## src/rtl/sramlike_pkg.sv

```systemverilog
// Shared encodings for the sram-like arbiter: FSM states, grant owners and transfer sizes.
package sramlike_pkg;

    typedef enum logic [1:0] {
        ST_IDLE = 2'd0,
        ST_ADDR = 2'd1,
        ST_DATA = 2'd2
    } state_t;

    localparam logic GNT_INST = 1'b0;
    localparam logic GNT_DATA = 1'b1;

    localparam logic [1:0] SZ_BYTE = 2'd0;
    localparam logic [1:0] SZ_HALF = 2'd1;
    localparam logic [1:0] SZ_WORD = 2'd2;

endpackage

```

## src/rtl/sramlike_arb_pick.sv

```systemverilog
// Combinational owner picker shared by the IDLE and back-to-back paths.
// SRAMLIKE_ARB_RR_EN selects round-robin tie-break; otherwise data has fixed priority.
module sramlike_arb_pick
    import sramlike_pkg::*;
(
    input  logic inst_req,
    input  logic data_req,
    input  logic last,
    output logic any,
    output logic pick
);

    assign any = inst_req | data_req;

`ifdef SRAMLIKE_ARB_RR_EN
    // On a tie the owner that was not granted last time wins.
    assign pick = (inst_req & data_req) ? ~last : (data_req ? GNT_DATA : GNT_INST);
`else
    logic unused_last;
    assign unused_last = last;
    assign pick = data_req ? GNT_DATA : GNT_INST;
`endif

endmodule

```

## src/rtl/sramlike_arbiter.sv

```systemverilog
// Shares one sram-like channel between the instruction and data requesters, one transaction
// in flight at a time. Define SRAMLIKE_ARB_RR_EN for round-robin arbitration.
//
// Handshake: a request is accepted in the cycle where req and addr_ok are both high; its
// response completes in the cycle where data_ok is high. Requesters hold their fields until addr_ok.
module sramlike_arbiter
    import sramlike_pkg::*;
#(
    parameter int ADDR_W = 32,
    parameter int DATA_W = 32
) (
    input  logic              aclk,
    input  logic              aresetn,

    input  logic              inst_req,
    input  logic              inst_wr,
    input  logic [1:0]        inst_size,
    input  logic [ADDR_W-1:0] inst_addr,
    input  logic [DATA_W-1:0] inst_wdata,
    output logic [DATA_W-1:0] inst_rdata,
    output logic              inst_addr_ok,
    output logic              inst_data_ok,

    input  logic              data_req,
    input  logic              data_wr,
    input  logic [1:0]        data_size,
    input  logic [ADDR_W-1:0] data_addr,
    input  logic [DATA_W-1:0] data_wdata,
    output logic [DATA_W-1:0] data_rdata,
    output logic              data_addr_ok,
    output logic              data_data_ok,

    output logic              s_req,
    output logic              s_wr,
    output logic [1:0]        s_size,
    output logic [ADDR_W-1:0] s_addr,
    output logic [DATA_W-1:0] s_wdata,
    input  logic [DATA_W-1:0] s_rdata,
    input  logic              s_addr_ok,
    input  logic              s_data_ok,

    output logic              busy,
    output logic              grant
);

    state_t state, state_nx;
    logic   grant_nx;
    logic   take;
    logic   last;
    logic   any, pick;
    logic   gnt_req;

    sramlike_arb_pick u_pick (
        .inst_req (inst_req),
        .data_req (data_req),
        .last     (last),
        .any      (any),
        .pick     (pick)
    );

    assign gnt_req = (grant == GNT_DATA) ? data_req : inst_req;

    always_ff @(posedge aclk or negedge aresetn) begin
        if (!aresetn) begin
            state <= ST_IDLE;
            grant <= GNT_INST;
        end else begin
            state <= state_nx;
            grant <= grant_nx;
        end
    end

`ifdef SRAMLIKE_ARB_RR_EN
    always_ff @(posedge aclk or negedge aresetn) begin
        if (!aresetn)  last <= 1'b0;
        else if (take) last <= pick;
    end
`else
    assign last = 1'b0;
`endif

    // take marks a new arbitration; in DATA it still routes data_ok on the old grant this cycle.
    always_comb begin
        state_nx = state;
        take     = 1'b0;
        case (state)
            ST_IDLE: begin
                if (any) begin
                    state_nx = ST_ADDR;
                    take     = 1'b1;
                end
            end
            ST_ADDR: begin
                if (!gnt_req)       state_nx = ST_IDLE;
                else if (s_addr_ok) state_nx = ST_DATA;
            end
            ST_DATA: begin
                if (s_data_ok) begin
                    if (any) begin
                        state_nx = ST_ADDR;
                        take     = 1'b1;
                    end else begin
                        state_nx = ST_IDLE;
                    end
                end
            end
            default: state_nx = ST_IDLE;
        endcase
        grant_nx = take ? pick : grant;
    end

    assign busy    = (state != ST_IDLE);
    assign s_req   = (state == ST_ADDR) & gnt_req;
    assign s_wr    = (grant == GNT_DATA) ? data_wr    : inst_wr;
    assign s_size  = (grant == GNT_DATA) ? data_size  : inst_size;
    assign s_addr  = (grant == GNT_DATA) ? data_addr  : inst_addr;
    assign s_wdata = (grant == GNT_DATA) ? data_wdata : inst_wdata;

    assign inst_addr_ok = (state == ST_ADDR) & (grant == GNT_INST) & s_addr_ok;
    assign data_addr_ok = (state == ST_ADDR) & (grant == GNT_DATA) & s_addr_ok;
    assign inst_data_ok = (state == ST_DATA) & (grant == GNT_INST) & s_data_ok;
    assign data_data_ok = (state == ST_DATA) & (grant == GNT_DATA) & s_data_ok;

    assign inst_rdata = s_rdata;
    assign data_rdata = s_rdata;

endmodule

```

## config.mk

```make
export PLATFORM = sky130hd
export DESIGN_NAME = sramlike_arbiter
export DESIGN_NICKNAME = d
export VERILOG_FILES = /design/src/rtl/sramlike_pkg.sv /design/src/rtl/sramlike_arb_pick.sv /design/src/rtl/sramlike_arbiter.sv
export SDC_FILE = /design/constraint.sdc
export NUM_CORES = 1
export LEC_CHECK = 0
export CORE_AREA = 2 2 120 122
export CTS_CLUSTER_SIZE = 25
export DETAILED_ROUTE_END_ITERATION = 10
export DIE_AREA = 0 0 122 124
export PLACE_DENSITY = 0.55
export SYNTH_ARGS = -nofsm -noshare
export SYNTH_HDL_FRONTEND = slang
export SYNTH_SLANG_ARGS = --single-unit
```

## constraint.sdc

```tcl
create_clock -name aclk -period 1.55 [get_ports aclk]
set_input_delay 0.31 -clock aclk [delete_from_list [all_inputs] [get_ports aclk]]
set_output_delay 0.31 -clock aclk [all_outputs]
set_load 0.05 [all_outputs]
```

==> results by group <==
Timing
  – Period utilization: 1.15
  – Fmax: 559 MHz
  – Max Transition Viols Final: 0
  – Setup-failing EPs final: 72
  – Slew @ Worst Pin: 0.209 ns
  – Final Hold Vio Count: 0
  – Post-Route Skew: 0.000761 ns
  – RSZ-0062 raised after global routing: true
  – Fin worst setup slack: -0.239 ns
  – Relative slew margins: 0.860
  – Worst hold slack: 0.273 ns
  – Tmin final: 1.79 ns

Worst setup path
  – FF-to-FF setup slack: 0.13 ns
  – Crit end category: primary output
  – WS Path Type: register to primary output
  – Worst setup SP type: register
  – Crit path DAT: 1.48 ns
  – Worst Reg2Reg Path Length in Cells: 4
  – Crit Path Max Fanout: 6
  – CP startpoint: grant
  – WP data required: 1.24 ns
  – Worst r2r dst: state[0]
  – R2R Path Start: grant

Floorplan
  – Die height: 124 um
  – Core Footprint: 0.0137 mm^2
  – Die ar.: 0.0151 mm^2
  – # rows: 43
  – Initial Util: 0.111
  – Ports: 310
  – Die Width: 122 um

Detailed routing
  – DR vias: 1728
  – Remaining DRCs: 0
  – DR WL/cell: 16.0 um
  – Final wirelength: 7.89 mm
  – DR vias/cell: 3.50
  – Final ANT Viol Nets: 0
  – TritonRoute pass-1 iters: 4
  – Initial DRC count: 26

Placed design
  – Port Buffers: 213
  – Placed instance count: 489
  – Final HPWL DP: 6.58 mm
  – GPL Wtd Cong: 0.793

Yosys
  – Primary FF master, synth: dfrtp_1
  – Largest cells by area after synthesis: mux2_2 (49%), buf_4 (31%), clkbuf_8 (6.3%)
  – Post-Syn Nets: 332
  – Post-synth ARST share: 1.00
  – Flip-flop and latch count after synthesis: 3
  – Netlist Area Pre-Place: 0.00153 mm^2
  – Cell count after synthesis: 160
  – Mean post-synth cell area: 9.54 um^2
  – Yosys Warn Count: 0
  – Sequential-to-total area share from yosys stat: 0.0492
  – Post-synth top cells: mux2_2 (67), buf_4 (64), clkbuf_8 (7)
  – Post-synth EDFFs: 0
  – Number of distinct library cells after synthesis: 20
  – Post-synth top area cell: mux2_2
  – Most numerous cell in the Yosys netlist: mux2_2
  – Yosys top cell area share: 0.494

Power
  – Sw Ratio: 0.514
  – Clock Power Share: 0.058
  – Sw Pwr: 3590 uW
  – Int Pwr: 3390 uW
  – Power share of the combinational group: 0.912
  – PwrDens: 1750 mW/mm^2
  – Worst vdd ir: 0.476 mV
  – Total leakage power: 0.00177 uW
  – Sequential power share: 0.030

Cells and area
  – Layout cell share with drive strength beyond 1: 0.522
  – P&R area growth vs syn: 162%
  – Nets: 487
  – Antenna Cells: 0
  – Finished Layout Cells: 494

GRT
  – Initial antenna violation count: 0
  – Largest net degree at the start of global routing: 21
  – GRT Overall Usage: 0.0898
  – Global-route wire length before repair: 10.4 mm
  – Vias in the first global route: 1826
  – Remaining Overflow, GRT: 0

Clocking
  – Clock root buffer: clkbuf_16
  – CTS clock-pin slew for the worst setup and hold paths: 0.03 ns
  – TritonCTS clock tree: done
  – H-Tree Level Count: 1
  – TritonCTS buffer count: 3
  – # Post-CTS Setup Buffers: 0
  – Clock sink total: 3
  – Worst-case clock buffer depth: 2
  – CTS Hold Bufs: 0
  – Clk Latency, worst-skew pair: 0.22 ns

Job
  – Max cap viols: 0

Outcome
  – Violated checks: negative setup slack
  – Outcome: complete, but fails checks

Min path
  – Worst hold path class: primary input to async pin
==> power groups by stage <==
stage | sequential (uW) | clock (uW) | combinational (uW)
3_3_place_gp | 190 | 0 | 5810
2_1_floorplan | 209 | 0 | 4440
4_1_cts | 214 | 409 | 6370
3_5_place_dp | 193 | 0 | 5820
5_1_grt | 227 | 416 | 6590
6_report | 211 | 403 | 6370
==> registers in the layout, summed over array words and instances, names as in the netlist <==
name and flops:
state 2, grant 1
==> worst max path at each step <==
stage              endpoint  cells past startpoint
6_report        s_wdata[17]                      3
2_1_floorplan  data_data_ok                      3
3_3_place_gp   data_data_ok                      4
4_1_cts         s_wdata[17]                      3
5_1_grt         s_wdata[30]                      3
3_5_place_dp   data_data_ok                      4
==> cell type report <==
cell class / instances / area, um^2
Sequential cell: 3 / 80.1
Fill cell: 1408 / 9730
Tap cell: 180 / 225
Multi-Input combinational cell: 84 / 1150
Clock buffer: 4 / 78.8
Timing Repair Buffer: 222 / 2450
Inverter: 1 / 3.75
==> metrics by stage <==
| stage | TNS, ns | worst slack [ns] | area, um^2 | power [uW] | util |
|---|---|---|---|---|---|
| after detailed placement | -0.465 | -0.136 | 3600 | 6010 | 0.262 |
| after CTS | -14.72 | -0.253 | 3960 | 7000 | 0.289 |
| after global placement | -0.325 | -0.126 | 3600 | 6000 | 0.262 |
| after global routing | -15.86 | -0.269 | 3990 | 7230 | 0.291 |
| after floorplan | -3.66 | -0.114 | 1750 | 4650 | - |
| final | -13.61 | -0.239 | 3990 | 6990 | 0.291 |
==> cells in the final DEF, fill, tap and decap left out, drive strengths merged, types with 2 or more instances in the layout <==
cell type,netlist,layout
dfrtp,3,3
nand2b,2,2
buf,65,83
clkdlybuf4s50,0,138
clkbuf,7,4
nor2,2,2
mux2,67,67
nand2,2,2
==> critical path, stage by stage (launching register included) <==
cell     delay (ns)
dfrtp_4        0.54
buf_4          0.21
mux2_4         0.30
buf_4          0.19
==> timing repair <==
action	4_1_cts	5_1_grt
cloned	1	0
setup endpoints to repair	72	72
gates resized for setup	67	10
pin swaps	0	2
==> logic make-up after synthesis <==
group                  count (synthesis)  share of synthesized area
buffers and inverters                 73                      0.388
multiplexers                          68                      0.501
AO/OA/AOI/OAI                          4                     0.0205
flip-flops                             3                     0.0492
AND/OR/NAND/NOR                       12                     0.0418
==> layer usage <==
metal / share of wire / routed length, um / vias to the layer above / GRT usage
li1: - / - / 800 / -
met1: 0.36 / 2870 / 794 / 0.0962
met2: 0.50 / 3940 / 111 / 0.169
met3: 0.12 / 945 / 23 / 0.0279
met4: 0.017 / 133 / 0 / 0.0251
met5: 0 / 0 / - / 0
No activity file was read; power rests on OpenSTA's default activity.
